File: config.mk
export PLATFORM = sky130hd
export DESIGN_NAME = seven_seg_scan_driver
export DESIGN_NICKNAME = d
export VERILOG_FILES = /design/src/rtl/seven_seg_scan_driver.sv
export SDC_FILE = /design/constraint.sdc
export NUM_CORES = 1
export LEC_CHECK = 0
export ABC_AREA = 1
export BUFFER_PORTS_ARGS = -buffer_cell sky130_fd_sc_hd__buf_2
export CAP_MARGIN = 0
export CORE_ASPECT_RATIO = 0.8
export CORE_MARGIN = 2
export CORE_UTILIZATION = 55
export DETAILED_ROUTE_END_ITERATION = 16
export PLACE_DENSITY = 0.78
export SLEW_MARGIN = 5
export SYNTH_ARGS = -nofsm -noshare
export SYNTH_HDL_FRONTEND = slang
export SYNTH_SLANG_ARGS = --single-unit
File: constraint.sdc
create_clock -name i_clk -period 6.15 [get_ports i_clk]
set_input_delay 0.3075 -clock i_clk [delete_from_list [all_inputs] [get_ports i_clk]]
set_output_delay 0.3075 -clock i_clk [all_outputs]
set_load 0.03 [all_outputs]
File: src/rtl/seven_seg_scan_driver.sv
// Time-multiplexed N-digit 7-segment scan driver: hex decode, leading-zero
// suppression, per-digit blank/DP, brightness PWM with anti-ghost dead time.
module seven_seg_scan_driver #(
    parameter int NUM_DIGITS   = 4,
    parameter int CPD          = 25000,
    parameter int GHOST_CYCLES = 2,
    parameter int ACTIVE_LOW   = 1
) (
    input  logic                    i_clk,
    input  logic                    i_rst,
    input  logic [4*NUM_DIGITS-1:0] i_value,
    input  logic [NUM_DIGITS-1:0]   i_dp_mask,
    input  logic [NUM_DIGITS-1:0]   i_blank_mask,
    input  logic                    i_lz_en,
    input  logic [3:0]              i_brightness,
    output logic [NUM_DIGITS-1:0]   o_an,
    output logic [6:0]              o_seg,
    output logic                    o_dp,
    output logic                    o_frame_tick
);

    localparam int CW = $clog2(CPD);
    localparam int DW = (NUM_DIGITS > 1) ? $clog2(NUM_DIGITS) : 1;
    localparam int PW = CW + 5;
    localparam logic [CW-1:0] CNT_MAX = CW'(CPD - 1);
    localparam logic [DW-1:0] D_MAX   = DW'(NUM_DIGITS - 1);
    localparam logic          INV     = (ACTIVE_LOW != 0);

    logic [CW-1:0]           r_cnt;
    logic [DW-1:0]           r_d;
    logic [4*NUM_DIGITS-1:0] r_value;
    logic [NUM_DIGITS-1:0]   r_dp_mask;
    logic [NUM_DIGITS-1:0]   r_blank_mask;
    logic                    r_lz_en;
    logic [3:0]              r_brightness;

    logic                    w_frame_start;
    logic [4*NUM_DIGITS-1:0] w_value;
    logic [NUM_DIGITS-1:0]   w_dp_mask;
    logic [NUM_DIGITS-1:0]   w_blank_mask;
    logic                    w_lz_en;
    logic [3:0]              w_brightness;
    logic [3:0]              w_nib;
    logic [6:0]              w_dec;
    logic                    w_upper_zero;
    logic                    w_blank;
    logic [PW-1:0]           w_prod;
    logic [PW-1:0]           w_on_lim;
    logic                    w_on;
    logic [NUM_DIGITS-1:0]   w_an_h;
    logic [6:0]              w_seg_h;
    logic                    w_dp_h;

    assign w_frame_start = (r_cnt == '0) && (r_d == D_MAX);

    // The frame-start cycle already decodes from the freshly sampled inputs,
    // so new values reach the pins on the very next cycle.
    assign w_value      = w_frame_start ? i_value      : r_value;
    assign w_dp_mask    = w_frame_start ? i_dp_mask    : r_dp_mask;
    assign w_blank_mask = w_frame_start ? i_blank_mask : r_blank_mask;
    assign w_lz_en      = w_frame_start ? i_lz_en      : r_lz_en;
    assign w_brightness = w_frame_start ? i_brightness : r_brightness;

    assign w_nib = w_value[4*r_d +: 4];

    always_comb begin
        w_dec = 7'h00;
        case (w_nib)
            4'h0: w_dec = 7'h3F;
            4'h1: w_dec = 7'h06;
            4'h2: w_dec = 7'h5B;
            4'h3: w_dec = 7'h4F;
            4'h4: w_dec = 7'h66;
            4'h5: w_dec = 7'h6D;
            4'h6: w_dec = 7'h7D;
            4'h7: w_dec = 7'h07;
            4'h8: w_dec = 7'h7F;
            4'h9: w_dec = 7'h6F;
            4'hA: w_dec = 7'h77;
            4'hB: w_dec = 7'h7C;
            4'hC: w_dec = 7'h39;
            4'hD: w_dec = 7'h5E;
            4'hE: w_dec = 7'h79;
            4'hF: w_dec = 7'h71;
            default: w_dec = 7'h00;
        endcase
    end

    always_comb begin
        w_upper_zero = 1'b1;
        for (int i = 0; i < NUM_DIGITS; i++) begin
            if ((i >= int'(r_d)) && (w_value[4*i +: 4] != 4'd0))
                w_upper_zero = 1'b0;
        end
    end

    assign w_blank = w_blank_mask[r_d] | (w_lz_en & (r_d != '0) & w_upper_zero);

    // Widened product so brightness 15 lands exactly on CPD without overflow.
    assign w_prod   = (PW'(w_brightness) + PW'(1)) * PW'(CPD - GHOST_CYCLES);
    assign w_on_lim = PW'(GHOST_CYCLES) + (w_prod >> 4);
    assign w_on     = (PW'(r_cnt) >= PW'(GHOST_CYCLES)) && (PW'(r_cnt) < w_on_lim) && !w_blank;

    always_comb begin
        w_an_h = '0;
        if (w_on)
            w_an_h[r_d] = 1'b1;
    end

    assign w_seg_h = w_on ? w_dec : 7'h00;
    assign w_dp_h  = w_on & w_dp_mask[r_d];

    always_ff @(posedge i_clk) begin
        if (i_rst) begin
            r_cnt        <= '0;
            r_d          <= D_MAX;
            r_value      <= '0;
            r_dp_mask    <= '0;
            r_blank_mask <= '0;
            r_lz_en      <= 1'b0;
            r_brightness <= 4'd0;
            o_an         <= {NUM_DIGITS{INV}};
            o_seg        <= {7{INV}};
            o_dp         <= INV;
            o_frame_tick <= 1'b0;
        end else begin
            if (r_cnt == CNT_MAX) begin
                r_cnt <= '0;
                r_d   <= (r_d == '0) ? D_MAX : r_d - DW'(1);
            end else begin
                r_cnt <= r_cnt + CW'(1);
            end
            if (w_frame_start) begin
                r_value      <= i_value;
                r_dp_mask    <= i_dp_mask;
                r_blank_mask <= i_blank_mask;
                r_lz_en      <= i_lz_en;
                r_brightness <= i_brightness;
            end
            o_an         <= w_an_h ^ {NUM_DIGITS{INV}};
            o_seg        <= w_seg_h ^ {7{INV}};
            o_dp         <= w_dp_h ^ INV;
            o_frame_tick <= w_frame_start;
        end
    end

endmodule

==> impl_metrics.ini <==
[critical_path]
critPathMaxFanout = 12
r2r-end = o_an[0]$_SDFF_PP1_
cp_slowest_stage_delay_ps = 360
worstPathRequired_ps = 6370
crit_top_cell = nand2_1
cp-end-kind = flop
worstPathArrival_ps = 5990
cpMaxStageDelayCell = ha_1
rr_startpoint = r_cnt[0]$_SDFF_PP0_
reg2reg_depth = 40
r2r_slack_ps = 380
worst_setup_path_start_kind = flop
crit_type = flop to flop

[global_routing]
grt_pass1_vias = 4080
track_usage = 0.2430
antenna_found_initial = 0
grt.met2_usage = 0.3728
use_met3 = 0.05038
gr-total-overflow = 0
grt.busiest_layer = met2
grt_util_met1 = 0.3453
grt_max_degree = 42
grt_pass1_wl_mm = 18.25

[synth]
synth_nets = 765
synth_top_cell_area_share = 0.2526
synthCells = 673
netlist_top_cells_area = dfxtp_1 (25%), ha_1 (16%), nand2_1 (12%), inv_1 (6.3%), nor2_1 (6.0%)
synth_warnings = 0
ys_seq_elements = 59
yosysSeqAreaShare = 0.2526
synth.distinct_cells = 40
syn_area_per_cell_sq_um = 6.948
synth_top_area_cell = dfxtp_1
synth_area_sq_um = 4676

[timing]
min_period_over_period = 0.9390
hold_viol_final = 0
fin_ws_ps = 375.3
holdWs_ps = 224.7
maxSlewViolCount = 0
relSlewSlack = 0.5259
finalWorstPathRequiredPeriod_ps = 5775
worst_pin_slew_ps = 711.1
setup_tns_ps = 0
max_freq_mhz = 173.2
final-setup-viol-count = 0
fin_skew_ps = 13.24

[cts]
insertion_delay_ps = 340
cts-buffers-inserted = 9
root_buffer = clkbuf_8
cts.sinks = 59
holdBufCountCts = 0
cts.htree.levels = 3
cts_tree = built
cts_buffer_depth = 2
clk_pin_slew_worst_paths_ps = 80

[power]
peakVddDrop_mv = 0.2067
p_per_area_nw_per_um2 = 374.6
comb_power_share = 0.585
clkPwrFrac = 0.203
leakagePower_nw = 2.600
sequentialPowerShare = 0.212
fin_total_pwr_mw = 1.986
switching_power_uw = 924.9
p_int_mw = 1.061
switching_share = 0.4657

[final_layout]
diodes = 0
finalNonFillerCells = 836
utilization = 0.6333
nFillCells = 728
area_growth_pct = 13.38
seq_area_sq_um = 1185
multi_input_area_sq_um = 3173
drive_above_1_share = 0.1920
final_area_sq_um = 5301
nets = 811

[floorplanning]
die_x_um = 107.1
rows = 30
dieHeight_um = 86.47
pin_count = 44
dieArea_sq_um = 9260
initial_core_util = 0.5586
core_sq_um = 8371

[hold_path]
whs_endpoint = r_dp_mask[2]$_SDFF_PP0_
hold_depth = 3
hp-class = input pin to flop
min_from = i_dp_mask[2]

[run_status]
status = finished clean

[placed_design]
dp_cells = 818
hpwl_mm = 8.349
pre_cts_ws_ps = 255.8
post_dp_cell_area_sq_um = 4951
io_buffers = 43
place.gp.congestion = 0.9355

[routing]
first_pass_iters = 6
wirelength_mm = 11.27
drcViolationCount = 0
antenna_left = 0
post_drt_wl_per_cell_um = 13.48
vias = 4503
vias_per_cell = 5.386
drtIter0Drc = 327

[flow_run]
max_cap_viol_count = 0
## final cells by class
class,instances,share of cell area
Multi-Input combinational cell,514,0.5985
Sequential cell,59,0.2235
Inverter,87,0.06160
Timing Repair Buffer,48,0.04768
Tap cell,112,0.02643
Clock buffer,9,0.02337
Clock inverter,7,0.01888
## sequential cells by signal, summed over array words and instances, names as in the netlist
name,cells
r_value,16
r_cnt,15
o_seg,7
o_an,4
r_blank_mask,4
r_brightness,4
r_dp_mask,4
r_d,2
o_dp,1
o_frame_tick,1
r_lz_en,1
## logic make-up (layout without fill, tap and decap cells)
family	after synthesis	in the layout	share of synthesized area
AOI/OAI and AO/OA	85	85	0.1022
adders and majority gates	61	61	0.1632
muxes	4	4	0.008563
DFF	59	59	0.2526
xor gates and xnor gates	16	16	0.02997
and+or+nand+nor	348	348	0.3516
buffers and inverters	100	151	0.09178
## power by group through the flow
stage	Clock, mW	Combinational [mW]	Sequential [mW]
floorplan	0	0.837	0.441
global placement	0	1.02	0.428
detailed placement	0	1.07	0.429
CTS	0.408	1.08	0.420
global route	0.425	1.30	0.423
finish	0.404	1.16	0.420
## synth_stat cells, drive strengths merged
master / number
clkinv: 1
nand2: 167
o2111ai: 1
nand3: 57
nor3b: 3
o21ai: 36
a31oi: 3
ha: 61
dfxtp: 59
nand4: 10
a211oi: 1
o211ai: 5
nor2: 85
clkbuf: 7
xnor2: 6
xor2: 10
mux2i: 4
o21a: 1
nand3b: 5
or2: 10
nor4: 3
buf: 6
o31ai: 1
inv: 86
a21oi: 36
o221ai: 1
nor3: 8
## per-layer routing
metal,up-vias,routed length (um),share of wire
met5,-,0,0
met4,0,128,0.011
met3,13,862,0.076
met2,165,5010,0.44
met1,2045,5267,0.47
li1,2280,-,-
## layout by cell type, fill, tap and decap left out, types with 9 or more instances in the layout
master	n
dfxtp_1	56
o21ai_1	14
nand3_2	13
nand4_1	10
a21oi_1	35
nand2_1	151
clkbuf_8	9
nand2_2	12
o21ai_0	18
buf_2	43
ha_1	58
nand3_1	43
inv_2	9
xor2_1	9
inv_1	77
nor2_1	73
## critical path, delay by kind of cell (launching register included)
kind / cells / cell delay [ps]
AOI/OAI and AO/OA: 3 / 530
and+or+nand+nor: 23 / 2330
DFF: 1 / 340
buffers and inverters: 5 / 360
xor gates and xnor gates: 2 / 310
adders and majority gates: 7 / 1760
## worst max path at each step
stage,start,end,slack (ps),depth (start not counted)
detailed placement,r_cnt[1]$_SDFF_PP0_,o_an[0]$_SDFF_PP1_,260,41
floorplan,r_d[1]$_SDFFE_PP1P_,o_dp$_SDFF_PP1_,410,43
CTS,r_cnt[1]$_SDFF_PP0_,o_an[1]$_SDFF_PP1_,200,41
global route,r_cnt[0]$_SDFF_PP0_,o_an[0]$_SDFF_PP1_,-50,37
finish,r_cnt[0]$_SDFF_PP0_,o_an[0]$_SDFF_PP1_,380,40
global placement,r_cnt[0]$_SDFF_PP0_,o_an[1]$_SDFF_PP1_,500,40
## repair_timing
action,in CTS,in global routing
buffers inserted,0,2
endpoints found under the setup margin,0,12
gates resized for setup,0,25
Power figures use the tool's default switching activity.
